$ cat config.mk
export PLATFORM = sky130hd
export DESIGN_NAME = icache_refill_router
export DESIGN_NICKNAME = d
export VERILOG_FILES = /design/src/rtl/icache_refill_router.sv
export SDC_FILE = /design/constraint.sdc
export NUM_CORES = 1
export LEC_CHECK = 0
export ABC_CLOCK_PERIOD_IN_PS = 3700
export BUFFER_PORTS_ARGS = -buffer_cell sky130_fd_sc_hd__buf_2
export CORE_AREA = 4 4 193 195
export DETAILED_ROUTE_END_ITERATION = 8
export DIE_AREA = 0 0 197 199
export HOLD_SLACK_MARGIN = 0.05
export PLACE_DENSITY = 0.61
export RECOVER_POWER = 25
export SETUP_SLACK_MARGIN = 0.1
export SLEW_MARGIN = 20
export SYNTH_ARGS = -nofsm -noshare
export SYNTH_HDL_FRONTEND = slang
export SYNTH_SLANG_ARGS = --single-unit
export TNS_END_PERCENT = 20
$ cat constraint.sdc
create_clock -name clk_i -period 3.7 [get_ports clk_i]
set_input_delay 1.11 -clock clk_i [delete_from_list [all_inputs] [get_ports clk_i]]
set_output_delay 1.11 -clock clk_i [all_outputs]
set_load 0.005 [all_outputs]
$ cat src/rtl/icache_refill_router.sv
// Routes icache line refills to one of NUM_TGT sources by base/mask windows, returns the line, flags unmapped/timeouts.
// Latency: request pulse 1 cycle after req_valid_i, line 1 cycle after the selected response (unmapped error after 2 cycles).
// Backpressure: one refill in flight; busy_o high until it retires, extra requests and stray responses are counted and dropped.
module icache_refill_router #(
    parameter int unsigned                 NUM_TGT        = 2,
    parameter int unsigned                 ADDR_W         = 40,
    parameter int unsigned                 DATA_W         = 128,
    parameter logic [NUM_TGT*ADDR_W-1:0]   TGT_BASE       = {40'h0, 40'h0},
    parameter logic [NUM_TGT*ADDR_W-1:0]   TGT_MASK       = {40'h0, 40'hFF_FF00_0000},
    parameter int unsigned                 TIMEOUT_CYCLES = 1024
) (
    input  logic                        clk_i,
    input  logic                        rstn_i,
    input  logic                        req_valid_i,
    input  logic [ADDR_W-1:0]           req_paddr_i,
    input  logic                        kill_i,
    output logic                        busy_o,
    output logic [NUM_TGT-1:0]          tgt_req_valid_o,
    output logic [ADDR_W-1:0]           tgt_req_addr_o,
    input  logic [NUM_TGT-1:0]          tgt_resp_valid_i,
    input  logic [NUM_TGT*DATA_W-1:0]   tgt_resp_data_i,
    output logic                        resp_valid_o,
    output logic [DATA_W-1:0]           resp_data_o,
    output logic                        resp_error_o,
    output logic [15:0]                 spurious_cnt_o,
    output logic [15:0]                 timeout_cnt_o
);

    localparam int unsigned      CNT_W    = (TIMEOUT_CYCLES > 2) ? $clog2(TIMEOUT_CYCLES) : 1;
    localparam logic [CNT_W-1:0] TMO_LAST = CNT_W'(TIMEOUT_CYCLES - 1);
    localparam int unsigned      SPW      = $clog2(NUM_TGT + 2);

    typedef enum logic [2:0] {
        IDLE,
        ISSUE,
        WAIT,
        RESP,
        DRAIN
    } state_t;

    state_t               state_q, state_d;
    logic [NUM_TGT-1:0]   sel_q, sel_d;
    logic                 unmapped_q, unmapped_d;
    logic [CNT_W-1:0]     tmo_q, tmo_d;

    logic [NUM_TGT-1:0]   hit, hit_first;
    logic [NUM_TGT-1:0]   tgt_req_d;
    logic [ADDR_W-1:0]    addr_d;
    logic                 resp_valid_d, resp_error_d;
    logic [DATA_W-1:0]    resp_data_d, sel_data;
    logic [15:0]          spur_d, tmo_cnt_d;
    logic [16:0]          spur_sum;
    logic [SPW-1:0]       spur_inc;
    logic [NUM_TGT-1:0]   bad_resp;
    logic                 sel_resp, tmo_expire, in_window;

    // Address decode; lowest matching window wins
    always_comb begin
        hit = '0;
        for (int i = 0; i < NUM_TGT; i++) begin
            hit[i] = ((req_paddr_i & TGT_MASK[i*ADDR_W +: ADDR_W]) == TGT_BASE[i*ADDR_W +: ADDR_W]);
        end
        hit_first = hit & (~hit + NUM_TGT'(1));
    end

    always_comb begin
        sel_data = '0;
        for (int i = 0; i < NUM_TGT; i++) begin
            if (sel_q[i]) begin
                sel_data = sel_data | tgt_resp_data_i[i*DATA_W +: DATA_W];
            end
        end
    end

    assign sel_resp   = |(tgt_resp_valid_i & sel_q);
    assign tmo_expire = (tmo_q == TMO_LAST);
    assign in_window  = (state_q == ISSUE) || (state_q == WAIT) || (state_q == DRAIN);

    // The selected target's response is never stray while a refill is outstanding, even when killed
    always_comb begin
        bad_resp = in_window ? (tgt_resp_valid_i & ~sel_q) : tgt_resp_valid_i;
        spur_inc = SPW'(req_valid_i && (state_q != IDLE));
        for (int i = 0; i < NUM_TGT; i++) begin
            spur_inc = spur_inc + SPW'(bad_resp[i]);
        end
        spur_sum = {1'b0, spurious_cnt_o} + 17'(spur_inc);
        spur_d   = spur_sum[16] ? 16'hFFFF : spur_sum[15:0];
    end

    always_comb begin
        state_d      = state_q;
        sel_d        = sel_q;
        unmapped_d   = unmapped_q;
        tmo_d        = '0;
        tgt_req_d    = '0;
        addr_d       = tgt_req_addr_o;
        resp_valid_d = 1'b0;
        resp_error_d = 1'b0;
        resp_data_d  = resp_data_o;
        tmo_cnt_d    = timeout_cnt_o;

        case (state_q)
            IDLE: begin
                if (req_valid_i) begin
                    addr_d = req_paddr_i;
                    if (|hit) begin
                        sel_d      = hit_first;
                        tgt_req_d  = hit_first;
                        unmapped_d = 1'b0;
                        state_d    = ISSUE;
                    end else begin
                        sel_d      = '0;
                        unmapped_d = 1'b1;
                        state_d    = RESP;
                    end
                end
            end
            ISSUE: begin
                if (sel_resp) begin
                    if (kill_i) begin
                        state_d = IDLE;
                    end else begin
                        resp_valid_d = 1'b1;
                        resp_data_d  = sel_data;
                        state_d      = RESP;
                    end
                end else begin
                    state_d = kill_i ? DRAIN : WAIT;
                end
            end
            WAIT: begin
                if (sel_resp) begin
                    if (kill_i) begin
                        state_d = IDLE;
                    end else begin
                        resp_valid_d = 1'b1;
                        resp_data_d  = sel_data;
                        state_d      = RESP;
                    end
                end else if (tmo_expire) begin
                    if (kill_i) begin
                        state_d = IDLE;
                    end else begin
                        resp_valid_d = 1'b1;
                        resp_error_d = 1'b1;
                        resp_data_d  = '0;
                        tmo_cnt_d    = (timeout_cnt_o == 16'hFFFF) ? timeout_cnt_o : timeout_cnt_o + 16'd1;
                        state_d      = RESP;
                    end
                end else begin
                    // The drain keeps the same budget so a killed refill retires no later than a live one
                    tmo_d = tmo_q + CNT_W'(1);
                    if (kill_i) begin
                        state_d = DRAIN;
                    end
                end
            end
            DRAIN: begin
                if (sel_resp || tmo_expire) begin
                    state_d = IDLE;
                end else begin
                    tmo_d = tmo_q + CNT_W'(1);
                end
            end
            RESP: begin
                // Unmapped errors spend one staging cycle here, which is the only window where a kill can still cancel the line
                if (unmapped_q) begin
                    unmapped_d = 1'b0;
                    if (kill_i) begin
                        state_d = IDLE;
                    end else begin
                        resp_valid_d = 1'b1;
                        resp_error_d = 1'b1;
                        resp_data_d  = '0;
                    end
                end else begin
                    state_d = IDLE;
                end
            end
            default: begin
                state_d = IDLE;
            end
        endcase
    end

    always_ff @(posedge clk_i or negedge rstn_i) begin
        if (!rstn_i) begin
            state_q         <= IDLE;
            sel_q           <= '0;
            unmapped_q      <= 1'b0;
            tmo_q           <= '0;
            busy_o          <= 1'b0;
            tgt_req_valid_o <= '0;
            tgt_req_addr_o  <= '0;
            resp_valid_o    <= 1'b0;
            resp_error_o    <= 1'b0;
            resp_data_o     <= '0;
            spurious_cnt_o  <= '0;
            timeout_cnt_o   <= '0;
        end else begin
            state_q         <= state_d;
            sel_q           <= sel_d;
            unmapped_q      <= unmapped_d;
            tmo_q           <= tmo_d;
            busy_o          <= (state_d != IDLE);
            tgt_req_valid_o <= tgt_req_d;
            tgt_req_addr_o  <= addr_d;
            resp_valid_o    <= resp_valid_d;
            resp_error_o    <= resp_error_d;
            resp_data_o     <= resp_data_d;
            spurious_cnt_o  <= spur_d;
            timeout_cnt_o   <= tmo_cnt_d;
        end
    end

endmodule

# Yosys cells after proc, flatten, opt, wreduce, memory -nomap -nowiden

Index checks and enable logic that the tools add are counted.

Register bits after elaboration: 221

Muxes and demuxes: 38
Equal/unequal tests: 10
Bitwise operators: 9
Add/subtract/negate cells: 6
Reduce and logical (&&, ||, !) cells: 15

Operators with widths:

| kind                  | number |
|---|---|
| $mux 128              | 8 |
| $pmux 128 s3          | 1 |
| $or 128x128->128      | 1 |
| $logic_not 40->1      | 1 |
| $mux 10               | 3 |
| $mux 3                | 9 |
| $pmux 10 s2           | 1 |
| $add 16x2->17         | 1 |
| $add 16x1->16 const B | 1 |
| $eq 16x16->1 const B  | 1 |
| $mux 16               | 1 |
| $pmux 3 s5            | 1 |
| $add 10x1->10 const B | 1 |
| $eq 10x10->1 const B  | 1 |
| $reduce_bool 3->1     | 3 |
| $mux 2                | 4 |
| $mux 1                | 7 |
| $and 2x2->2           | 3 |
| $eq 3x2->1 const B    | 2 |
| $ne 2x2->1 const B    | 3 |
| $reduce_and 5->1      | 1 |
| $not 2->2             | 2 |
| $pmux 1 s2            | 2 |
| $reduce_and 2->1      | 2 |
| other kinds (14)      | 18 |

# Logic depth before layout (Yosys ltp)

Gate-level depths: netlist (run 1).

Depth in word-level cells: 8
Gate-level depth with buffers: 14
Gate-level depth less buffers: 13

# Worst setup path before layout (run 1)

No wires, ideal clock.

Kind: input to register
From: input port tgt_resp_valid_i[0]
To: register spurious_cnt_o[10]
Path slack: 0.481 ns
Data required time: 3.566 ns
Stages on the path: 10
Setup time: 0.134 ns
Arrival: 3.085 ns
Cell sequence: nand2_1 -> fa_1 -> inv_1 -> ha_1 -> fa_1 -> nand3_1 -> nor3_1 -> nand4_1 -> clkbuf_1 -> nand2_1

Cells in the longest elaborated chain, start to end: 6

Ends and longest elaborated chain:

| what                 | line | source |
|---|---|---|
| from (decl)          | 20   | `input logic [NUM_TGT-1:0] tgt_resp_valid_i,` |
| $and 2x2->2          | 81   | `bad_resp = in_window ? (tgt_resp_valid_i & ~sel_q) : tgt_resp_valid_i;` |
| $mux 2 *             | 81   |  |
| $add 1x1->2 *        | 84   | `spur_inc = spur_inc + SPW'(bad_resp[i]);` |
| $add 2x1->2 *        | 84   |  |
| $add 16x2->17 *      | 86   | `spur_sum = {1'b0, spurious_cnt_o} + 17'(spur_inc);` |
| $mux 16 *            | 87   | `spur_d = spur_sum[16] ? 16'hFFFF : spur_sum[15:0];` |
| net spur_d[10]       | 51   | `logic [15:0] spur_d, tmo_cnt_d;` |
| to (signal assigned) | 211  | `spurious_cnt_o <= spur_d;` |
| to (decl)            | 25   | `output logic [15:0] spurious_cnt_o,` |

Mark *: on every way through the listed nets, which the timed path passes. The rest lies on a longest branch.
A chain may end at the register's enable or synchronous reset.

# Worst setup path after layout (run 1)

From: register state_q[2]
To: register spurious_cnt_o[1]

Cells in the longest elaborated chain, start to end: 8
Elaborated cells between the ends (all ways): 12

Ends and longest elaborated chain:

| what                                     | line | source |
|---|---|---|
| from (decl)                              | 41   | `state_t state_q, state_d;` |
| from (signal assigned)                   | 201  | `state_q <= state_d;` |
| $eq 3x1->1 or $eq 3x2->1 (tied branches) | 77   | `assign in_window = (state_q == ISSUE) \|\| (state_q == WAIT) \|\| (state_q == DRAIN);` |
| $logic_or 1x1->1 (2 in series)           | 77   |  |
| $mux 2                                   | 81   |  |
| $add 1x1->2                              | 84   |  |
| $add 2x1->2 *                            | 84   |  |
| $add 16x2->17 *                          | 86   |  |
| $mux 16 *                                | 87   |  |
| net spur_d[1]                            | 51   |  |

Marks and branches as above.

==> summary.md, run 1 <==
| Metric | Value |
|---|---|
| Upper clock frequency limit | `324.9 MHz` |
| Arr. time, crit path | `3550 ps` |
| Core area | `35400 µm²` |
| Setup crit start kind | `flip-flop` |
| CP bufs+invs | `2` |
| Register area | `5513 µm²` |
| Via/cell ratio | `4.901` |
| Count leader, synth | `nand2_1` |
| TritonCTS Sinks | `220` |
| Die Y | `199 µm` |
| Nets | `1781` |
| Worst Skew | `10.96 ps` |
| Top cell type's share of synthesized area | `52.78%` |
| Syn avg cell area | `10.47 µm²` |
| Port Buffers | `506` |
| Final Instance Area | `about 14000 µm²` |
| Lkg Pwr | `around 7.6 nW` |
| Pwr Density | `~700 nW/µm²` |
| Crit Path Max Fanout | `13` |
| Top post-synthesis cells by count | `nand2_1 (278), dfrtp_1 (220), a22oi_1 (128)` |
| Root Buffer | `clkbuf_16` |
| Cell family with the largest share of critical-path delay | `simple AND/OR/NAND/NOR gates` |
| Setup ws final | `622.0 ps` |
| Critical path, cell by cell | `nand2b_1 -> a21oi_1 -> a21o_1 -> nand2_1 -> nand2_1 -> fa_1 -> inv_1 -> ha_1 -> fa_1 -> nand3_1 -> nor3_1 -> nand4_1 -> buf_4 -> nand2b_1` |
| Wirelength per Cell | `18.40 µm` |
| Via Count | `9591` |
| Clk slew on worst S/H paths | `around 50 ps` |
| Dominant cells by area after synthesis | `dfrtp_1 (53%), o31ai_2 (11%), nand2_1 (10%)` |
| Placed Area | `13460 µm²` |
| Post-route setup TNS | `0 ps` |
| Synth unique cells | `42` |
| Largest net degree at the start of global routing | `142` |
| Worst vdd ir | `0.4757 mV` |
| Max-Cap Viols | `0` |
| Post-Syn Nets | `1304` |
| Mapped Cells | `996` |
| Worst r2r dst | `spurious_cnt_o[1]` |
| Cells on worst reg2reg path | `14` |
| Final setup viols | `0` |
| ANT nets after route | `0` |
| Worst Hold Depth | `2` |
| Async SR Flop Fraction | `100.0%` |
| Post-synth top flop | `dfrtp_1` |
| Global route overflow | `0` |
| Clock Path Buffers | `3` |
| Hold WC Path Type | `reg -> reg` |
| First-pass GRT wire length | `54840 µm` |
| CTS Buf Count | `26` |
| Starting DRT DRC Count | `446` |
| Hold WS | `about 470 ps` |
| Yosys reg bits | `220` |
| Initial antenna violation count | `3` |
| # fillers | `~3500` |
| Slew HR | `16.64%` |
| Cell at the slowest stage of the critical path | `dfrtp_1` |
| Drt total wl | `36010 µm` |
| CTS Hold Buffers Added | `0` |
| Seq/Total Area, Yosys | `a little over half` |
| Slew @ Worst Pin | `1250 ps` |
| CTS tree | `built` |
| Tcrit/Tclk final | `83.19%` |
| Post-CTS Setup Inserts | `0` |
| Final design utilization | `40.34%` |
| DP HPWL | `26740 µm` |
| Setup slack at placement | `488.9 ps` |
| Starting Density | `29.47%` |
| Slowest cell delay on critical path | `460 ps` |
| Total GRT Usage | `17.35%` |
| Share of cells above drive strength 1 | `44.81%` |
| DR pass1 iterations | `5` |
| Status | `complete, no violations` |
| H-tree levels | `1` |
| Vias in the first global route | `9657` |
| Pins Over Slew Limit | `0` |
| Area Overhead vs Synth | `36.88%` |
| Largest area contributor in the netlist | `dfrtp_1` |
| Post-synth EDFFs | `0` |
| Setup CP Type | `reg -> reg` |
| Critical Path Sink Type | `flip-flop` |
| R2R Path Start | `state_q[2]` |
| Flop2flop setup slack | `620 ps` |
| Residual DRC | `0` |
| Worst skew pair latency | `530 ps` |
| Tmin final | `3078 ps` |
| Die area | `39200 µm²` |
| Hold endpoint | `resp_data_o[101]` |
| Hold Startpoint | `resp_data_o[101]` |
| Post-cts gate resize count | `0` |
| # IOs | `between 500 and 600` |
| Synth warn | `0` |
| Worst EP required | `4170 ps` |
| Placer Congestion | `roughly 0.9` |
| Syn Std Cell Area | `10430 µm²` |
| RSZ-0062 raised after global routing | `no` |
| Area occupied by multi-input gates | `4513 µm²` |
| Final Hold Violating Endpoints | `0` |
| Die X-Extent | `just under 200 µm` |
| Site Rows | `69` |
==> worst reg2reg max path, delay by kind of cell, from the launching register on <==
kind / cells / cell delay (ps)
and+or+nand+nor: 7 / 1050
buffers and inverters: 2 / 270
AOI/OAI and AO/OA: 2 / 380
adders and majority gates: 3 / 860
DFF: 1 / 460
==> logic make-up (layout without fill, tap and decap cells) <==
logic type | Yosys count | after routing | synth area share, %
mux | 4 | 4 | 0.4318
buf+inv | 91 | 588 | 4.102
simple gates | 372 | 372 | 15.09
fa+ha+maj | 6 | 6 | 0.8637
xor+xnor | 31 | 31 | 2.603
other cells | 0 | 3 | 0
compound gates | 272 | 272 | 24.13
flops | 220 | 220 | 52.78
==> where the power goes <==
group / leakage (nW) / switching (mW) / internal (mW)
clock: 0.409 / 1.03 / 1.51
sequential: 2.81 / 0.517 / 3.31
combinational: 4.36 / 1.91 / 1.56
total: 7.58 / 3.46 / 6.38
==> routing by layer <==
| layer | routed length [µm] | GRT usage [%] |
|---|---|---|
| met4 | 975 | 5.162 |
| met3 | 3224 | 4.336 |
| met5 | 13 | 0 |
| met2 | 17190 | 28.57 |
| met1 | 14610 | 22.73 |
==> registers in the layout, indices dropped and copies added, names as in the netlist <==
register,count
timeout_cnt_o,16
resp_data_o,128
sel_q,2
tgt_req_addr_o,40
tmo_q,10
resp_error_o,1
resp_valid_o,1
busy_o,1
spurious_cnt_o,16
tgt_req_valid_o,2
state_q,3
==> metrics by stage <==
step / std cells / total power, mW
after floorplan: 996 / 5.698
after detailed placement: 1906 / 7.398
after global routing: 1956 / 10.58
final: 1957 / 9.838
after CTS: 1954 / 10.00
after global placement: 1906 / 7.305
==> how the worst max path moves through the flow <==
stage                     slack [ps]  cells after the start                 end                 from
final                            620                     14   spurious_cnt_o[1]           state_q[2]
after global routing             390                     14   spurious_cnt_o[1]           state_q[2]
after CTS                        610                     14   spurious_cnt_o[6]           state_q[2]
after detailed placement         490                     10  spurious_cnt_o[15]  tgt_resp_valid_i[0]
after global placement           540                     10  spurious_cnt_o[15]  tgt_resp_valid_i[0]
after floorplan                  480                     10  spurious_cnt_o[10]  tgt_resp_valid_i[0]
==> area by class of cell <==
cell class / instances / share of cell area (%)
Antenna cell: 3 / 0.05258
Clock buffer: 41 / 5.450
Clock inverter: 7 / 0.4557
Inverter: 7 / 0.1840
Multi-Input combinational cell: 685 / 31.61
Sequential cell: 220 / 38.61
Tap cell: 461 / 4.040
Timing Repair Buffer: 533 / 19.60
==> layout by cell type (no fill, tap or decap), types with 17 or more instances in the layout <==
cell / count
xnor2_1: 24
clkbuf_16: 27
o31ai_2: 90
dfrtp_1: 218
buf_2: 505
a22oi_1: 128
nand2_1: 278
o31ai_1: 38
nor2_1: 22
nand3_1: 17
Note: power is estimated with default switching activity, not from simulation.
==> run 2: changes to the inputs <==
--- a/config.mk
+++ b/config.mk
@@ -5,13 +5,14 @@
 export SDC_FILE = /design/constraint.sdc
 export NUM_CORES = 1
 export LEC_CHECK = 0
-export ABC_CLOCK_PERIOD_IN_PS = 3700
+export ABC_AREA = 1
+export ABC_CLOCK_PERIOD_IN_PS = 2600
 export BUFFER_PORTS_ARGS = -buffer_cell sky130_fd_sc_hd__buf_2
-export CORE_AREA = 4 4 193 195
+export CORE_AREA = 4 4 198 200
 export DETAILED_ROUTE_END_ITERATION = 8
-export DIE_AREA = 0 0 197 199
+export DIE_AREA = 0 0 202 204
 export HOLD_SLACK_MARGIN = 0.05
-export PLACE_DENSITY = 0.61
+export PLACE_DENSITY = 0.64
 export RECOVER_POWER = 25
 export SETUP_SLACK_MARGIN = 0.1
 export SLEW_MARGIN = 20
==> constraint.sdc (replaced) <==
create_clock -name clk_i -period 2.6 [get_ports clk_i]
set_input_delay 0.78 -clock clk_i [delete_from_list [all_inputs] [get_ports clk_i]]
set_output_delay 0.78 -clock clk_i [all_outputs]
set_load 0.005 [all_outputs]
==> run 2 against run 1 <==
Compared with the run above:
- the flow now finishes with violations (capacitance limit, slew limit, setup timing)
- sequential power increased by 42%
- utilization up 3.1 points
- final cell count increased by 19%
- worst setup slack worse by 720 ps
- global-route usage grew 1.2 points
- area after synthesis is 12% higher
- via count up 20%
- first-iteration DRC count up 26%
- worst hold slack worse by 14 ps
- largest power group is now combinational logic
==> summary.md, run 2 <==
| Metric | Value |
|---|---|
| Residual DRC | `0` |
| Nets | `2115` |
| Tmin final | `2702 ps` |
| Final setup viols | `16` |
| Core area | `37400 µm²` |
| CTS Hold Buffers Added | `0` |
| Register name with the most flops | `resp_data_o` |
| Most common cell after layout, fill and taps aside | `buf_2` |
| Final Hold Violating Endpoints | `0` |
| Max reg flops | `128` |
| H-tree levels | `1` |
| Tcrit/Tclk final | `103.9%` |
| Most frequent cells in the layout | `buf_2 (506), nand2_1 (322), dfrtp_1 (217), nand3_1 (145), nand3_2 (140)` |
| Via Count | `11550` |
| Die Y | `204 µm` |
| Post-Syn Nets | `1603` |
| Share of cells above drive strength 1 | `44.54%` |
| Starting DRT DRC Count | `561` |
| Dominant cells by area after synthesis | `dfrtp_1 (47%), nand2_1 (11%), a22o_1 (9.6%)` |
| Register area | `5514 µm²` |
| Pwr Density | `1012 nW/µm²` |
| Largest net degree at the start of global routing | `130` |
| ANT nets after route | `0` |
| Failing checks | `capacitance limit, slew limit, setup timing` |
| Port Buffers | `~510` |
| Worst skew pair latency | `510 ps` |
| Async SR Flop Fraction | `100.0%` |
| Count leader, synth | `nand2_1` |
| DR pass1 iterations | `5` |
| Area occupied by multi-input gates | `5699 µm²` |
| Crit Path Max Fanout | `3` |
| Clk slew on worst S/H paths | `around 60 ps` |
| DP HPWL | `between 30000 and 40000 µm` |
| Largest regs | `resp_data_o: 128 flops, tgt_req_addr_o: 40 flops` |
| Syn avg cell area | `8.994 µm²` |
| Initial antenna violation count | `3` |
| RSZ-0062 raised after global routing | `yes` |
| CTS Buf Count | `25` |
| Worst vdd ir | `0.6322 mV` |
| Starting Density | `31.14%` |
| Synth warn | `0` |
| TritonCTS Sinks | `220` |
| Setup ws final | `-101.5 ps` |
| Critical Path Sink Type | `flip-flop` |
| Die X-Extent | `between 200 and 250 µm` |
| Synth unique cells | `34` |
| Top post-synthesis cells by count | `nand2_1 (346), dfrtp_1 (220), nand3_1 (192)` |
| Total GRT Usage | `18.52%` |
| # IOs | `just over 500` |
| Slew HR | `-21.68%` |
| Arr. time, crit path | `3090 ps` |
| First-pass GRT wire length | `between 60000 and 70000 µm` |
| Syn Std Cell Area | `11650 µm²` |
| Max-Cap Viols | `1` |
| Seq/Total Area, Yosys | `47.27%` |
| Yosys reg bits | `between 200 and 250` |
| Slew @ Worst Pin | `1825 ps` |
| Area Overhead vs Synth | `39.50%` |
| Overall power | `16.45 mW` |
| Pins Over Slew Limit | `65` |
| Setup slack at placement | `-247.1 ps` |
| Site Rows | `approximately 70` |
| Post-synth EDFFs | `0` |
| Worst EP required | `2990 ps` |
| Setup CP Type | `reg -> reg` |
| Top cell type's share of synthesized area | `47.27%` |
| Clock Path Buffers | `3` |
| Die area | `41210 µm²` |
| Placer Congestion | `0.8847` |
| Status | `finished, violations left` |
| CTS tree | `built` |
| Wirelength per Cell | `18.26 µm` |
| Setup crit start kind | `flip-flop` |
| Worst Skew | `9.079 ps` |
| Vias in the first global route | `11330` |
| Global route overflow | `0` |
| Upper clock frequency limit | `about 370 MHz` |
| Hold WC Path Type | `in -> reg` |
| Mapped Cells | `1295` |
| Drt total wl | `42610 µm` |
| Lkg Pwr | `about 8.7 nW` |
| # fillers | `3709` |
| Largest area contributor in the netlist | `dfrtp_1` |
| Via/cell ratio | `between 4 and 5` |
| Post-synth top flop | `dfrtp_1` |
| Root Buffer | `clkbuf_16` |
==> run 2: area by class of cell <==
class,instances,area share (%)
Antenna cell,2,0.03080
Clock buffer,35,4.143
Clock inverter,6,0.5082
Inverter,70,1.640
Multi-Input combinational cell,911,35.08
Sequential cell,220,33.94
Tap cell,511,3.935
Timing Repair Buffer,579,20.73
==> run 2: metrics by stage <==
step	instance area (µm²)	hold WS [ps]	util [%]	std cells	setup TNS, ps
6_report	16250	454.4	43.44	2334	-1029
5_1_grt	16240	437.8	43.43	2332	-4988
4_1_cts	15640	221.1	41.81	2313	-634.4
3_5_place_dp	14700	461.2	39.32	2259	-2917
3_3_place_gp	14700	447.9	39.32	2259	-2461
2_1_floorplan	11660	432.9	-	1295	0
==> run 2: what timing repair did <==
item	in CTS	in global routing
setup endpoints to repair	16	155
buffers inserted	13	14
cloned	0	6
pin swaps	12	100
gates resized for setup	25	96
==> run 2: where the power goes <==
part           switching (mW)  internal [mW]  leakage (nW)  total [mW]
Clock                    1.37           1.98         0.366        3.36
Combinational            4.39           3.26          5.53        7.65
Sequential              0.764           4.68          2.83        5.45
==> run 2: path summary, 6_finish.rpt <==
kind / endpoint / slack, ps / depth (start not counted) / start
min in group asynchronous: resp_data_o[83] / 740 / 1 / rstn_i
max in group asynchronous: resp_data_o[98] / 290 / 2 / rstn_i
hold / removal: tgt_req_addr_o[8] / 450 / 3 / req_paddr_i[8]
setup / recovery: spurious_cnt_o[14] / -100 / 16 / state_q[0]
setup reg to reg: spurious_cnt_o[14] / -100 / 16 / state_q[0]
hold reg to reg: tmo_q[0] / 460 / 1 / tmo_q[0]
==> run 2: routing by layer <==
layer	share of wire [%]	vias to the layer above	GRT usage [%]
li1	-	5438	-
met1	41	5563	23.29
met2	49	485	31.68
met3	7.6	62	4.126
met4	3.2	0	6.152
met5	0	-	0
==> run 2: worst max-delay path, stage by stage (launching register included) <==
cell	delay (ps)
dfrtp_1	410
buf_4	150
nand3_2	80
nand3_2	90
nand2_2	60
nand2_2	50
fa_1	450
inv_1	80
ha_2	200
fa_2	220
nand2_2	70
inv_2	90
nand2_4	50
nor3_4	190
nand2_2	110
o21ai_2	170
nand3_2	100
==> run 2: cell families (layout without fill, tap and decap cells) <==
family	count (synthesis)	after routing	synth area share, %
other	0	2	0
AOI/OAI and AO/OA	163	163	11.17
xor gates and xnor gates	13	13	0.9776
adders and majority gates	6	6	0.7735
DFF	220	220	47.27
and+or+nand+nor	728	729	32.13
buffers and inverters	165	690	7.681
